==> src/rtl/pio_mem_writer_if.sv <==
// Nios PIO command inputs and RAM write-port/status outputs of the PIO memory writer.
// master = software/PIO side, slave = the write sequencer.
interface pio_mem_writer_if #(
  parameter int ADDR_W = 12,
  parameter int DATA_W = 16
);
  logic [ADDR_W-1:0] pio_address;
  logic [DATA_W-1:0] pio_data;
  logic [ADDR_W-1:0] pio_count;
  logic [2:0]        pio_ctrl;
  logic [ADDR_W-1:0] mem_address;
  logic [DATA_W-1:0] mem_data;
  logic              mem_wren;
  logic              busy;
  logic              overflow;
  logic [7:0]        status;

  modport master (
    output pio_address, pio_data, pio_count, pio_ctrl,
    input  mem_address, mem_data, mem_wren, busy, overflow, status
  );

  modport slave (
    input  pio_address, pio_data, pio_count, pio_ctrl,
    output mem_address, mem_data, mem_wren, busy, overflow, status
  );
endinterface

==> src/rtl/pio_mem_writer.sv <==
// Turns Nios PIO strobes into single or burst-fill RAM write cycles,
// decoupled from software through a small command FIFO.
module pio_mem_writer #(
  parameter int ADDR_W     = 12,
  parameter int DATA_W     = 16,
  parameter int FIFO_DEPTH = 4
) (
  input  logic             clk,
  input  logic             reset,
  pio_mem_writer_if.slave  bus
);
  localparam int PTR_W = (FIFO_DEPTH > 1) ? $clog2(FIFO_DEPTH) : 1;
  localparam int LVL_W = PTR_W + 1;

  typedef enum logic [1:0] {IDLE = 2'd0, WRITE = 2'd1, FILL = 2'd2} state_t;

  state_t            state_q, state_d;
  logic              strobe_q;
  logic              overflow_q, overflow_d;
  logic [PTR_W-1:0]  wr_ptr_q, rd_ptr_q;
  logic [LVL_W-1:0]  level_q, level_d;
  logic [ADDR_W-1:0] addr_q, addr_d;
  logic [ADDR_W-1:0] remain_q, remain_d;
  logic [DATA_W-1:0] data_q, data_d;
  logic              wren_q, wren_d;

  logic [ADDR_W-1:0] fifo_addr_q [FIFO_DEPTH];
  logic [DATA_W-1:0] fifo_data_q [FIFO_DEPTH];
  logic [ADDR_W-1:0] fifo_cnt_q  [FIFO_DEPTH];
  logic              fifo_fill_q [FIFO_DEPTH];

  logic push_req, full, empty, push, drop, pop;
  logic [2:0] level3;

  // Fullness comes from the registered level, so a same-edge pop never rescues a push.
  assign push_req = bus.pio_ctrl[0] & ~strobe_q;
  assign full     = (level_q == LVL_W'(FIFO_DEPTH));
  assign empty    = (level_q == '0);
  assign push     = push_req & ~full;
  assign drop     = push_req & full;
  assign pop      = (state_q == IDLE) & ~empty;

  always_comb begin
    level_d = level_q;
    case ({push, pop})
      2'b10:   level_d = level_q + 1'b1;
      2'b01:   level_d = level_q - 1'b1;
      default: level_d = level_q;
    endcase
  end

  always_comb begin
    overflow_d = overflow_q;
    if (drop)
      overflow_d = 1'b1;
    else if (bus.pio_ctrl[2])
      overflow_d = 1'b0;
  end

  always_comb begin
    state_d  = state_q;
    addr_d   = addr_q;
    data_d   = data_q;
    wren_d   = wren_q;
    remain_d = remain_q;
    case (state_q)
      IDLE: begin
        wren_d = 1'b0;
        if (pop) begin
          addr_d = fifo_addr_q[rd_ptr_q];
          data_d = fifo_data_q[rd_ptr_q];
          if (!fifo_fill_q[rd_ptr_q]) begin
            wren_d  = 1'b1;
            state_d = WRITE;
          end else if (fifo_cnt_q[rd_ptr_q] != '0) begin
            remain_d = fifo_cnt_q[rd_ptr_q];
            wren_d   = 1'b1;
            state_d  = FILL;
          end
        end
      end
      WRITE: begin
        wren_d  = 1'b0;
        state_d = IDLE;
      end
      FILL: begin
        remain_d = remain_q - 1'b1;
        if (remain_q == ADDR_W'(1)) begin
          wren_d  = 1'b0;
          state_d = IDLE;
        end else begin
          addr_d = addr_q + 1'b1;
        end
      end
      default: begin
        wren_d  = 1'b0;
        state_d = IDLE;
      end
    endcase
  end

  // strobe_q resets high so a strobe held through reset is not taken as an edge.
  always_ff @(posedge clk) begin
    if (reset) begin
      state_q    <= IDLE;
      strobe_q   <= 1'b1;
      overflow_q <= 1'b0;
      wr_ptr_q   <= '0;
      rd_ptr_q   <= '0;
      level_q    <= '0;
      addr_q     <= '0;
      data_q     <= '0;
      wren_q     <= 1'b0;
      remain_q   <= '0;
    end else begin
      state_q    <= state_d;
      strobe_q   <= bus.pio_ctrl[0];
      overflow_q <= overflow_d;
      level_q    <= level_d;
      addr_q     <= addr_d;
      data_q     <= data_d;
      wren_q     <= wren_d;
      remain_q   <= remain_d;
      if (push) wr_ptr_q <= wr_ptr_q + 1'b1;
      if (pop)  rd_ptr_q <= rd_ptr_q + 1'b1;
    end
  end

  always_ff @(posedge clk) begin
    if (push) begin
      fifo_addr_q[wr_ptr_q] <= bus.pio_address;
      fifo_data_q[wr_ptr_q] <= bus.pio_data;
      fifo_cnt_q[wr_ptr_q]  <= bus.pio_count;
      fifo_fill_q[wr_ptr_q] <= bus.pio_ctrl[1];
    end
  end

  generate
    if (LVL_W >= 3) begin : g_lvl_trunc
      assign level3 = level_q[2:0];
    end else begin : g_lvl_pad
      assign level3 = {{(3 - LVL_W){1'b0}}, level_q};
    end
  endgenerate

  assign bus.mem_address = addr_q;
  assign bus.mem_data    = data_q;
  assign bus.mem_wren    = wren_q;
  assign bus.busy        = ~empty | (state_q != IDLE);
  assign bus.overflow    = overflow_q;
  assign bus.status      = {overflow_q, bus.busy, level3, 1'b0, state_q};
endmodule

==> src/flat_wrapper.sv <==
// flat-port wrapper written by rule: the top's interface ports become plain ports
module pio_mem_writer_flat 
#(
  parameter int ADDR_W     = 12,
  parameter int DATA_W     = 16,
  parameter int FIFO_DEPTH = 4
)
  (clk, reset, bus_pio_address, bus_pio_data, bus_pio_count, bus_pio_ctrl, bus_mem_address, bus_mem_data, bus_mem_wren, bus_busy, bus_overflow, bus_status);
  pio_mem_writer_if #(.ADDR_W(ADDR_W), .DATA_W(DATA_W)) bus_i ();
  input  logic clk;
  input  logic reset;
  input wire logic [$bits(bus_i.pio_address)-1:0] bus_pio_address;
  input wire logic [$bits(bus_i.pio_data)-1:0] bus_pio_data;
  input wire logic [$bits(bus_i.pio_count)-1:0] bus_pio_count;
  input wire logic [$bits(bus_i.pio_ctrl)-1:0] bus_pio_ctrl;
  output wire logic [$bits(bus_i.mem_address)-1:0] bus_mem_address;
  output wire logic [$bits(bus_i.mem_data)-1:0] bus_mem_data;
  output wire logic [$bits(bus_i.mem_wren)-1:0] bus_mem_wren;
  output wire logic [$bits(bus_i.busy)-1:0] bus_busy;
  output wire logic [$bits(bus_i.overflow)-1:0] bus_overflow;
  output wire logic [$bits(bus_i.status)-1:0] bus_status;
  assign bus_i.pio_address = bus_pio_address;
  assign bus_i.pio_data = bus_pio_data;
  assign bus_i.pio_count = bus_pio_count;
  assign bus_i.pio_ctrl = bus_pio_ctrl;
  assign bus_mem_address = bus_i.mem_address;
  assign bus_mem_data = bus_i.mem_data;
  assign bus_mem_wren = bus_i.mem_wren;
  assign bus_busy = bus_i.busy;
  assign bus_overflow = bus_i.overflow;
  assign bus_status = bus_i.status;
  pio_mem_writer #(.ADDR_W(ADDR_W), .DATA_W(DATA_W), .FIFO_DEPTH(FIFO_DEPTH)) u_core (.clk(clk), .reset(reset), .bus(bus_i));
endmodule
==> config.mk <==
export PLATFORM = sky130hd
export DESIGN_NAME = pio_mem_writer_flat
export DESIGN_NICKNAME = d
export VERILOG_FILES = /design/src/rtl/pio_mem_writer_if.sv /design/src/rtl/pio_mem_writer.sv /design/src/flat_wrapper.sv
export SDC_FILE = /design/constraint.sdc
export NUM_CORES = 1
export LEC_CHECK = 0
export CAP_MARGIN = 10
export CORE_MARGIN = 2
export CORE_UTILIZATION = 30
export CTS_CLUSTER_DIAMETER = 60
export DETAILED_ROUTE_END_ITERATION = 6
export DONT_BUFFER_PORTS = 1
export HOLD_SLACK_MARGIN = 0.02
export PLACE_DENSITY = 0.48
export SKIP_LAST_GASP = 1
export SYNTH_ARGS = -nofsm -noshare
export SYNTH_HDL_FRONTEND = slang
export SYNTH_SLANG_ARGS = --single-unit
==> constraint.sdc <==
create_clock -name clk -period 6.3 [get_ports clk]
set_input_delay 0.63 -clock clk [delete_from_list [all_inputs] [get_ports clk]]
set_output_delay 0.63 -clock clk [all_outputs]
set_load 0.05 [all_outputs]
* Yosys cells after proc, flatten, opt, wreduce, memory -nomap -nowiden *
Memory sizes are Yosys's and may differ from the RTL's. A register that Yosys moved wholly into a read port is not among the register bits.
Cells that the tools add are included.
Widths: inputs -> output; s select.

storage, ports and cells
  register bits = 36
  RAM bits = 164
  memories = 4
  input bits = 45

memories
  memory              depth  width  read ports  clocked after Yosys merged registers in  wr ports  RTL line              source
  u_core.fifo_data_q  4      16     1           1                                        1         pio_mem_writer.sv:28  logic [DATA_W-1:0] fifo_data_q [FIFO_DEPTH];
  u_core.fifo_addr_q  4      12     1           1                                        1         pio_mem_writer.sv:27  logic [ADDR_W-1:0] fifo_addr_q [FIFO_DEPTH];
  u_core.fifo_cnt_q   4      12     1           1                                        1         pio_mem_writer.sv:29  logic [ADDR_W-1:0] fifo_cnt_q [FIFO_DEPTH];
  u_core.fifo_fill_q  4      1      1           1                                        1         pio_mem_writer.sv:30  logic fifo_fill_q [FIFO_DEPTH];

operators by class
  reduce and logical (&&, ||, !) cells = 11
  equality and inequality tests = 11
  mux-type cells = 28
  bitwise gates (word level) = 8
  add/subtract/negate cells = 6

operators with widths
  cell                   number
  $mux 12                5
  $pmux 12 s2            2
  $mux 2                 10
  $add 12x1->12 const B  1
  $eq 12x1->1 const B    1
  $reduce_bool 12->1     1
  $sub 12x1->12 const B  1
  $mux 1                 8
  $reduce_bool 2->1      4
  $ne 2x2->1 const B     3
  $pmux 3 s2             1
  $reduce_and 3->1       2
  $add 2x1->2 const B    2
  $and 1x1->1            4
  $eq 2x2->1 const B     2
  $ne 2x1->1 const B     2
  $pmux 2 s2             1
  $reduce_and 4->1       1
  $add 3x1->3 const B    1
  $eq 3x3->1 const B     1
  $logic_not 3->1        1
  $ne 3x3->1 const B     1
  $not 1->1              3
  $sub 3x1->3 const B    1
  other kinds (5)        5

* Depth between registers and ports, before layout *
Gate-level depths: netlist of run 1.

  depth in word-level cells = 5
  mapped depth = 10
  gate-level depth less buffers = 9

* Worst setup path before layout of run 1 *
Ideal clock, no wire load.

  path kind = register -> register
  start point = register u_core.level_q[0] (netlist: u_core.level3[0])
  end point = register u_core.level_q[2] (netlist: u_core.level3[2])
  setup time = 71 ps
  data arrival time = 2690 ps
  required time = 6229 ps
  buffers on the path = 1
  slack = 3539 ps
  stages on the path, launching flop included = 11
  cells stage by stage = dfxtp_1 -> or3_1 -> nand2_1 -> inv_2 -> clkbuf_1 -> ha_1 -> inv_1 -> fa_1 -> xor2_1 -> or3_1 -> a21oi_1

between the ends
  word-level cells in the longest chain between the ends = 5
  elaborated cells on any way between the ends = 12
  classes of those cells = add/sub (2); eq/ne (3); mux (1); bitwise (4); reduce/logical (2)

ends and longest elaborated chain
  item                                             RTL line               source
  start, declared                                  pio_mem_writer.sv:21   logic [LVL_W-1:0] level_q, level_d;
  start signal, assigned                           pio_mem_writer.sv:119  level_q <= level_d;
  $logic_not 3->1 (*)                              pio_mem_writer.sv:38   assign empty = (level_q == '0);
  $not 1->1 (*)                                    pio_mem_writer.sv:41   assign pop = (state_q == IDLE) & ~empty;
  $and 1x1->1 (*)                                  pio_mem_writer.sv:41
  named net u_core.pop                             pio_mem_writer.sv:32   logic push_req, full, empty, push, drop, pop;
  $eq 2x1->1 or $eq 2x2->1 (tied branches)         pio_mem_writer.sv:45   case ({push, pop})
  $pmux 3 s2 or $reduce_bool 2->1 (tied branches)  --

The timed path passes the listed nets; every way through them passes the cells marked *.
A chain may end at the register's enable or synchronous reset.

* Worst setup path after layout of run 1 *
  start point = register u_core.level_q[2] (netlist: u_core.level3[2])
  end point = register u_core.level_q[2] (netlist: u_core.level3[2])

between the ends
  word-level cells in the longest chain between the ends = 5
  elaborated cells on any way between the ends = 12
  classes of those cells = add/sub (2); eq/ne (3); mux (1); bitwise (4); reduce/logical (2)

ends and longest elaborated chain
  item                                             RTL line
  $eq 3x3->1 or $logic_not 3->1 (tied branches)    pio_mem_writer.sv:37, pio_mem_writer.sv:38
  $not 1->1, on equally long branches              pio_mem_writer.sv:39, pio_mem_writer.sv:41
  $and 1x1->1, on equally long branches            pio_mem_writer.sv:39, pio_mem_writer.sv:41
  $eq 2x1->1 or $eq 2x2->1 (tied branches)         pio_mem_writer.sv:45
  $pmux 3 s2 or $reduce_bool 2->1 (tied branches)  --

Parallel ways exist; a longest one is shown, timed or not.

==> summary.md, run 1 <==
| Metric | Value |
|---|---|
| Total net switching power | 1790 uW |
| Outcome | finished, final reports clean |
| EDFF count, synth | 164 |
| Placed Area | 0.00905 mm^2 |
| DR WL/cell | 19.8 um |
| Wl on met1 | 7.51 mm |
| Pwr Total | 4840 uW |
| Initial core utilization | 30.3% |
| Clock skew | 0.00806 ns |
| Final WL | 19.3 mm |
| Most numerous cell in the Yosys netlist | edfxtp_1 |
| Crit path kind | register to register |
| Seq cells post-synth | 218 |
| Switching part of the total | 36.9% |
| Worst slew pin tran | 1.01 ns |
| Critical R2R Launch | u_core.level3[2] |
| Initial DRC count | 352 |
| Final Hold Fails | 0 |
| CTS clk-pin slew, worst paths | 0.06 ns |
| Crit path required time | 6.76 ns |
| Worst R2R Path Depth | 9 |
| Ys async rst share | 0% |
| Post-route setup TNS | 0 ns |
| Flop pwr share | between 40% and 50% |
| Internal power | 3050 uW |
| Maximum VDD drop | 0.229 mV |
| H-tree Lvls | 1 |
| Vias | 4716 |
| Worst-path maximum fanout | 26 |
| Top post-synthesis cells by area | edfxtp_1, dfxtp_1, mux4_2 |
| Register Area | 0.00601 mm^2 |
| Proportion of layout cells with a drive suffix above 1 | 16.8% |
| Vias in the first global route | 4860 |
| Fin area | 0.00992 mm^2 |
| Die height | roughly 170 um |
| Final slew viol count | 0 |
| Synth top cells by count | edfxtp_1, nand2_1, dfxtp_1, a21oi_1, nor2_1 |
| IO Port Bufs | 0 |
| Post-route ant nets | 0 |
| RSZ-0062 raised after global routing | false |
| Max Cap Violations | 0 |
| Number of buffers added for setup after CTS | 0 |
| Worst reg-to-reg setup slack | 2.78 ns |
| Final period util | 55.8% |
| Worst EP arrival | between 3 and 4 ns |
| Clock power share | 31.0% |
| Most used DFF post-synth | edfxtp_1 |
| Max Clk Rate | 284 MHz |
| Max Used Layer | met4 |
| Met3 wire len | 1.39 mm |
| Nets@finish | 624 |
| Routed wl met2 | 9.79 mm |
| Clock Sinks | ~220 |
| Drt drc | 0 |
| CTS root buffer | clkbuf_16 |
| Critical path startpoint | u_core.level3[2] |
| Area of the multi-input gates | 0.00245 mm^2 |
| WHS Endpoint | u_core.state_q[1] |
| Synth area leader | edfxtp_1 |
| IO Count | 84 |
| Post-synth top area share | 56.9% |
| Row count | 62 |
| Gate power share | about a quarter |
| Gr usage total | between 10% and 20% |
| Core ar. | 0.0285 mm^2 |
| DP Wirelength | about 12 mm |
| Inserted Diodes | 0 |
| Worst flop-to-flop path endpoint | u_core.level3[2] |
| Endpoints failing setup | 0 |
| Final Critical Period | 3.52 ns |
| Net Count, Synth | 617 |
| Skew-Pair Late Insertion Delay | 0.53 ns |
| Syn Inst Count | 563 |
| CTS tree | built |
| Worst slack, placed | approximately 2.6 ns |
| Synth Warn # | 0 |
| Slew HR | approximately 33% |
| WHS | roughly 0.17 ns |
| Netlist cell types | 60 |
| Total of fill cells in the finished design | 2811 |
| Crit. End Element | register |
| Hold Path Class | primary input to register |
| Hold Path Stages | 1 |
| Cts bufs inserted | 26 |
| Initial antenna violation count | 0 |
| Hold_sp | reset |
| DIE AREA | 0.0302 mm^2 |
| Drt pass-1 iters | 4 |
| Register area share after synthesis | 69.4% |
| Layout area overhead | 14.6% |
| Average cell area after synthesis | 15.4 um^2 |
| Setup ws final | 2.78 ns |
| # hold bufs at CTS | 0 |
| CTS resizes | 0 |
| Global-route wire length before repair | 29.2 mm |
| RePlAce Congestion | 0.742 |
| Via/cell ratio | 4.84 |
| CP Launch Type | register |
| Die width | 174 um |
| Grt total ovfl | 0 |
| Mapped cell area | 0.00866 mm^2 |
| Pleak | about 0.0032 uW |
| CTS max path bufs | 3 |
| Power Density | 488 mW/mm^2 |
| Largest net degree at the start of global routing | 53 |
==> worst max-delay path: stages, from the launching register on <==
cell and delay (ns):
dfxtp_1 0.74, or3_1 0.27, nand2_1 0.48, inv_2 0.66, ha_1 0.28, inv_1 0.06, fa_1 0.37, xor2_1 0.15
or3_1 0.30, a21oi_1 0.13
==> logic make-up after synthesis <==
group | after synthesis | synth area share [%]
flip-flops | 218 | 69.4
multiplexers | 42 | 11.2
adder cells (fa/ha/maj) | 9 | 1.39
AND/OR/NAND/NOR | 143 | 7.66
XOR/XNOR | 5 | 0.506
other | 1 | 0.0433
AO/OA/AOI/OAI | 102 | 7.41
buffers and inverters | 43 | 2.43
==> state kept, by name (all words and copies together), names as in the netlist, 2 cells and up, named ones only <==
name,flops
u_core.state_q,2
u_core.level3,3
u_core.wr_ptr_q,2
u_core.fifo_data_q,64
u_core.rd_ptr_q,2
u_core.remain_q,12
u_core.bus.mem_data,16
u_core.fifo_cnt_q,48
u_core.fifo_fill_q,4
u_core.bus.mem_address,12
u_core.fifo_addr_q,48
==> power groups by stage <==
| stage | clock, uW | combinational (uW) | sequential (uW) |
|---|---|---|---|
| 6_report | 1500 | 1140 | 2200 |
| 5_1_grt | 1600 | 1280 | 2230 |
| 4_1_cts | 1540 | 1160 | 2210 |
| 3_5_place_dp | 0 | 1160 | 2240 |
| 3_3_place_gp | 0 | 1130 | 2230 |
| 2_1_floorplan | 0 | 956 | 2140 |
==> through the flow <==
stage	util [%]	cells
2_1_floorplan	-	563
4_1_cts	34.8	974
5_1_grt	34.8	974
3_5_place_dp	31.7	926
6_report	34.8	974
3_3_place_gp	31.7	926
==> worst max path at each step <==
stage / slack, ns / cells past startpoint / to
5_1_grt: 2.43 / 9 / u_core.level3[2]
2_1_floorplan: 3.54 / 10 / u_core.level3[2]
3_3_place_gp: 2.80 / 9 / u_core.level3[2]
4_1_cts: 2.65 / 9 / u_core.level3[2]
3_5_place_dp: 2.65 / 9 / u_core.level3[2]
6_report: 2.78 / 9 / u_core.level3[2]
==> layer usage <==
layer,vias to the layer above,GRT usage [%]
met5,-,0
met4,0,4.27
met3,38,3.89
met2,125,21.8
met1,2351,14.9
li1,2202,-
==> final cells by class <==
type,count,area share [%]
Sequential cell,218,60.5
Multi-Input combinational cell,302,24.7
Clock buffer,31,6.75
Tap cell,384,4.84
Clock inverter,17,2.03
Timing Repair Buffer,9,0.681
Inverter,13,0.492
==> placed cells by master (no fill, tap or decap), drive strengths merged, types with 4 or more instances in the layout <==
cell type / synthesis / layout
a31oi: 4 / 4
inv: 13 / 13
nor2: 32 / 32
o22ai: 8 / 8
or3: 5 / 5
o21ai: 16 / 16
mux4: 41 / 41
buf: 14 / 9
a31o: 5 / 5
o31ai: 5 / 5
nand3: 11 / 11
a21oi: 44 / 44
dfxtp: 54 / 54
bufinv: 0 / 4
edfxtp: 164 / 164
clkbuf: 16 / 31
clkinv: 0 / 10
ha: 8 / 8
nand2: 60 / 60
and2: 4 / 4
nor3: 11 / 11
nor4: 6 / 6
(Power assumes the default switching activity.)
==> run 2, diff against run 1 <==
--- a/config.mk
+++ b/config.mk
@@ -12,7 +12,7 @@
 export DETAILED_ROUTE_END_ITERATION = 6
 export DONT_BUFFER_PORTS = 1
 export HOLD_SLACK_MARGIN = 0.02
-export PLACE_DENSITY = 0.48
+export PLACE_DENSITY = 0.49
 export SKIP_LAST_GASP = 1
 export SYNTH_ARGS = -nofsm -noshare
 export SYNTH_HDL_FRONTEND = slang
==> constraint.sdc (replaced) <==
create_clock -name clk -period 2.9 [get_ports clk]
set_input_delay 0.29 -clock clk [delete_from_list [all_inputs] [get_ports clk]]
set_output_delay 0.29 -clock clk [all_outputs]
set_load 0.05 [all_outputs]
==> summary.md, run 2 (synthesis results as in run 1) <==
| Metric | Value |
|---|---|
| Outcome | finished, final reports clean |
| Proportion of layout cells with a drive suffix above 1 | 18.4% (+1.6 points) |
| Post-route setup TNS | 0 ns (unchanged) |
| Hold_sp | reset |
| # hold bufs at CTS | 45 (+45) |
| CTS clk-pin slew, worst paths | 0.06 ns (about the same) |
| Nets@finish | 692 (+11%) |
| Endpoints failing setup | 0 (unchanged) |
| Global-route wire length before repair | 30.9 mm (+6.1%) |
| Crit path required time | 3.34 ns (-3.42 ns) |
| Hold Path Stages | 2 (+1) |
| Final period util | 89.1% (+33 points) |
| Initial antenna violation count | 2 (+2) |
| Clock Sinks | 218 (unchanged) |
| Worst EP arrival | 3.02 ns (-0.96 ns) |
| Max Clk Rate | 387 MHz (+36%) |
| Gr usage total | 13.1% (+0.55 points) |
| Final WL | 19.8 mm (+2.8%) |
| Total of fill cells in the finished design | 2734 (-2.7%) |
| Max Cap Violations | 0 (unchanged) |
| Initial core utilization | 30.3% (unchanged) |
| Crit. End Element | register |
| Commonest non-fill, non-tap cell in the layout | edfxtp_1 |
| IO Port Bufs | 0 (unchanged) |
| Clock skew | 0.00834 ns (+0.000284 ns) |
| Grt total ovfl | 0 (unchanged) |
| Power Density | 1020 mW/mm^2 (+110%) |
| Largest net degree at the start of global routing | 47 (-11%) |
| Worst-path maximum fanout | 25 (-3.8%) |
| CP Launch Type | register |
| Vias in the first global route | 5291 (+8.9%) |
| IO Count | 84 (unchanged) |
| Row count | 62 (unchanged) |
| CTS tree | built |
| Slew HR | 35.5% (+2.8 points) |
| DIE AREA | 0.0302 mm^2 (unchanged) |
| Hold Path Class | primary input to register |
| CTS resizes | 0 (unchanged) |
| WHS Endpoint | u_core.remain_q[6] |
| Largest regs | u_core.fifo_data_q: 64 flops, u_core.fifo_addr_q: 48 flops, u_core.fifo_cnt_q: 48 flops |
| Most frequent cells in the layout | edfxtp_1, nand2_1, dfxtp_1 |
| RePlAce Congestion | 0.771 (+3.9%) |
| Worst slew pin tran | 0.966 ns (-0.0403 ns) |
| Pleak | 0.00347 uW (+9.9%) |
| Worst flop-to-flop path endpoint | u_core.remain_q[8] |
| Number of buffers added for setup after CTS | 0 (unchanged) |
| Final Hold Fails | 0 (unchanged) |
| Cts bufs inserted | 27 (+3.8%) |
| Largest register FFs | 64 (unchanged) |
| H-tree Lvls | 1 (unchanged) |
| Skew-Pair Late Insertion Delay | 0.52 ns (about the same) |
| Worst R2R Path Depth | 6 (-3) |
| Initial DRC count | 267 (-24%) |
| Drt pass-1 iters | 4 (unchanged) |
| DP Wirelength | 12.5 mm (+6.3%) |
| Worst reg-to-reg setup slack | 0.32 ns (-2.47 ns) |
| Maximum VDD drop | 0.531 mV (+130%) |
| RSZ-0062 raised after global routing | false |
| Vias | 5059 (+7.3%) |
| Via/cell ratio | 4.85 (about the same) |
| Final Critical Period | 2.58 ns (-0.933 ns) |
| Post-route ant nets | 0 (unchanged) |
| Drt drc | 0 (unchanged) |
| Die height | 174 um (unchanged) |
| Final slew viol count | 0 (unchanged) |
| Crit path kind | register to register |
| Core ar. | 0.0285 mm^2 (unchanged) |
| Layout area overhead | 22.4% |
| Die width | 174 um (unchanged) |
| DR WL/cell | 19.0 um (-4.1%) |
| CTS max path bufs | 3 (unchanged) |
| Top reg by flops | u_core.fifo_data_q |
| WHS | 0.0776 ns (-0.0928 ns) |
| CTS root buffer | clkbuf_16 |
[run 2: worst max-delay path, cell delays in order (launching register included)]
cell and delay (ns):
dfxtp_1 0.31, buf_4 0.36, mux4_2 0.39, a21oi_1 0.09
nor2_1 0.58, nand3b_1 0.47, o22ai_1 0.29
[run 2: stage by stage]
stage | area, um^2 | util [%] | instances | worst slack [ns] | power (uW)
CTS | 10600 | 37.1 | 1042 | 0.310 | 10900
global route | 10600 | 37.1 | 1044 | 0.121 | 11300
global placement | 9250 | 32.4 | 948 | 0.400 | 7510
floorplan | 8660 | - | 563 | 0.139 | 6720
finish | 10600 | 37.1 | 1044 | 0.317 | 10800
detailed placement | 9250 | 32.4 | 948 | 0.351 | 7550
[run 2: how the worst max path moves through the flow]
| stage | endpoint | slack (ns) | cells past startpoint |
|---|---|---|---|
| finish | u_core.remain_q[8] | 0.32 | 6 |
| global route | u_core.remain_q[8] | 0.12 | 6 |
| CTS | u_core.remain_q[8] | 0.31 | 7 |
| detailed placement | u_core.remain_q[2] | 0.35 | 7 |
| global placement | u_core.remain_q[7] | 0.40 | 6 |
| floorplan | u_core.level3[2] | 0.14 | 10 |
[run 2: layout make-up]
class | instances | area, um^2 | area share, %
clock inverter | 14 | 153 | 1.44
antenna | 2 | 5.00 | 0.0472
sequential | 218 | 6010 | 56.7
tap | 384 | 480 | 4.53
timing repair buffer | 76 | 738 | 6.97
multi-input combinational | 302 | 2450 | 23.1
clock buffer | 35 | 716 | 6.75
inverter | 13 | 48.8 | 0.461
[run 2: power breakdown]
group / total (uW) / internal, uW / switching, uW
combinational: 3070 / 1120 / 1940
clock: 3230 / 2000 / 1230
sequential: 4460 / 3690 / 768
[run 2: layer usage]
layer  vias up  routed length [um]  global-route usage [%]  share of wire (%)
met5         -                   0                       0                  0
met4         0                 443                    3.47                2.2
met3        36                1050                    2.69                5.3
met2       122               10200                    23.5                 52
met1      2558                8110                    16.2                 41
li1       2343                   -                       -                  -
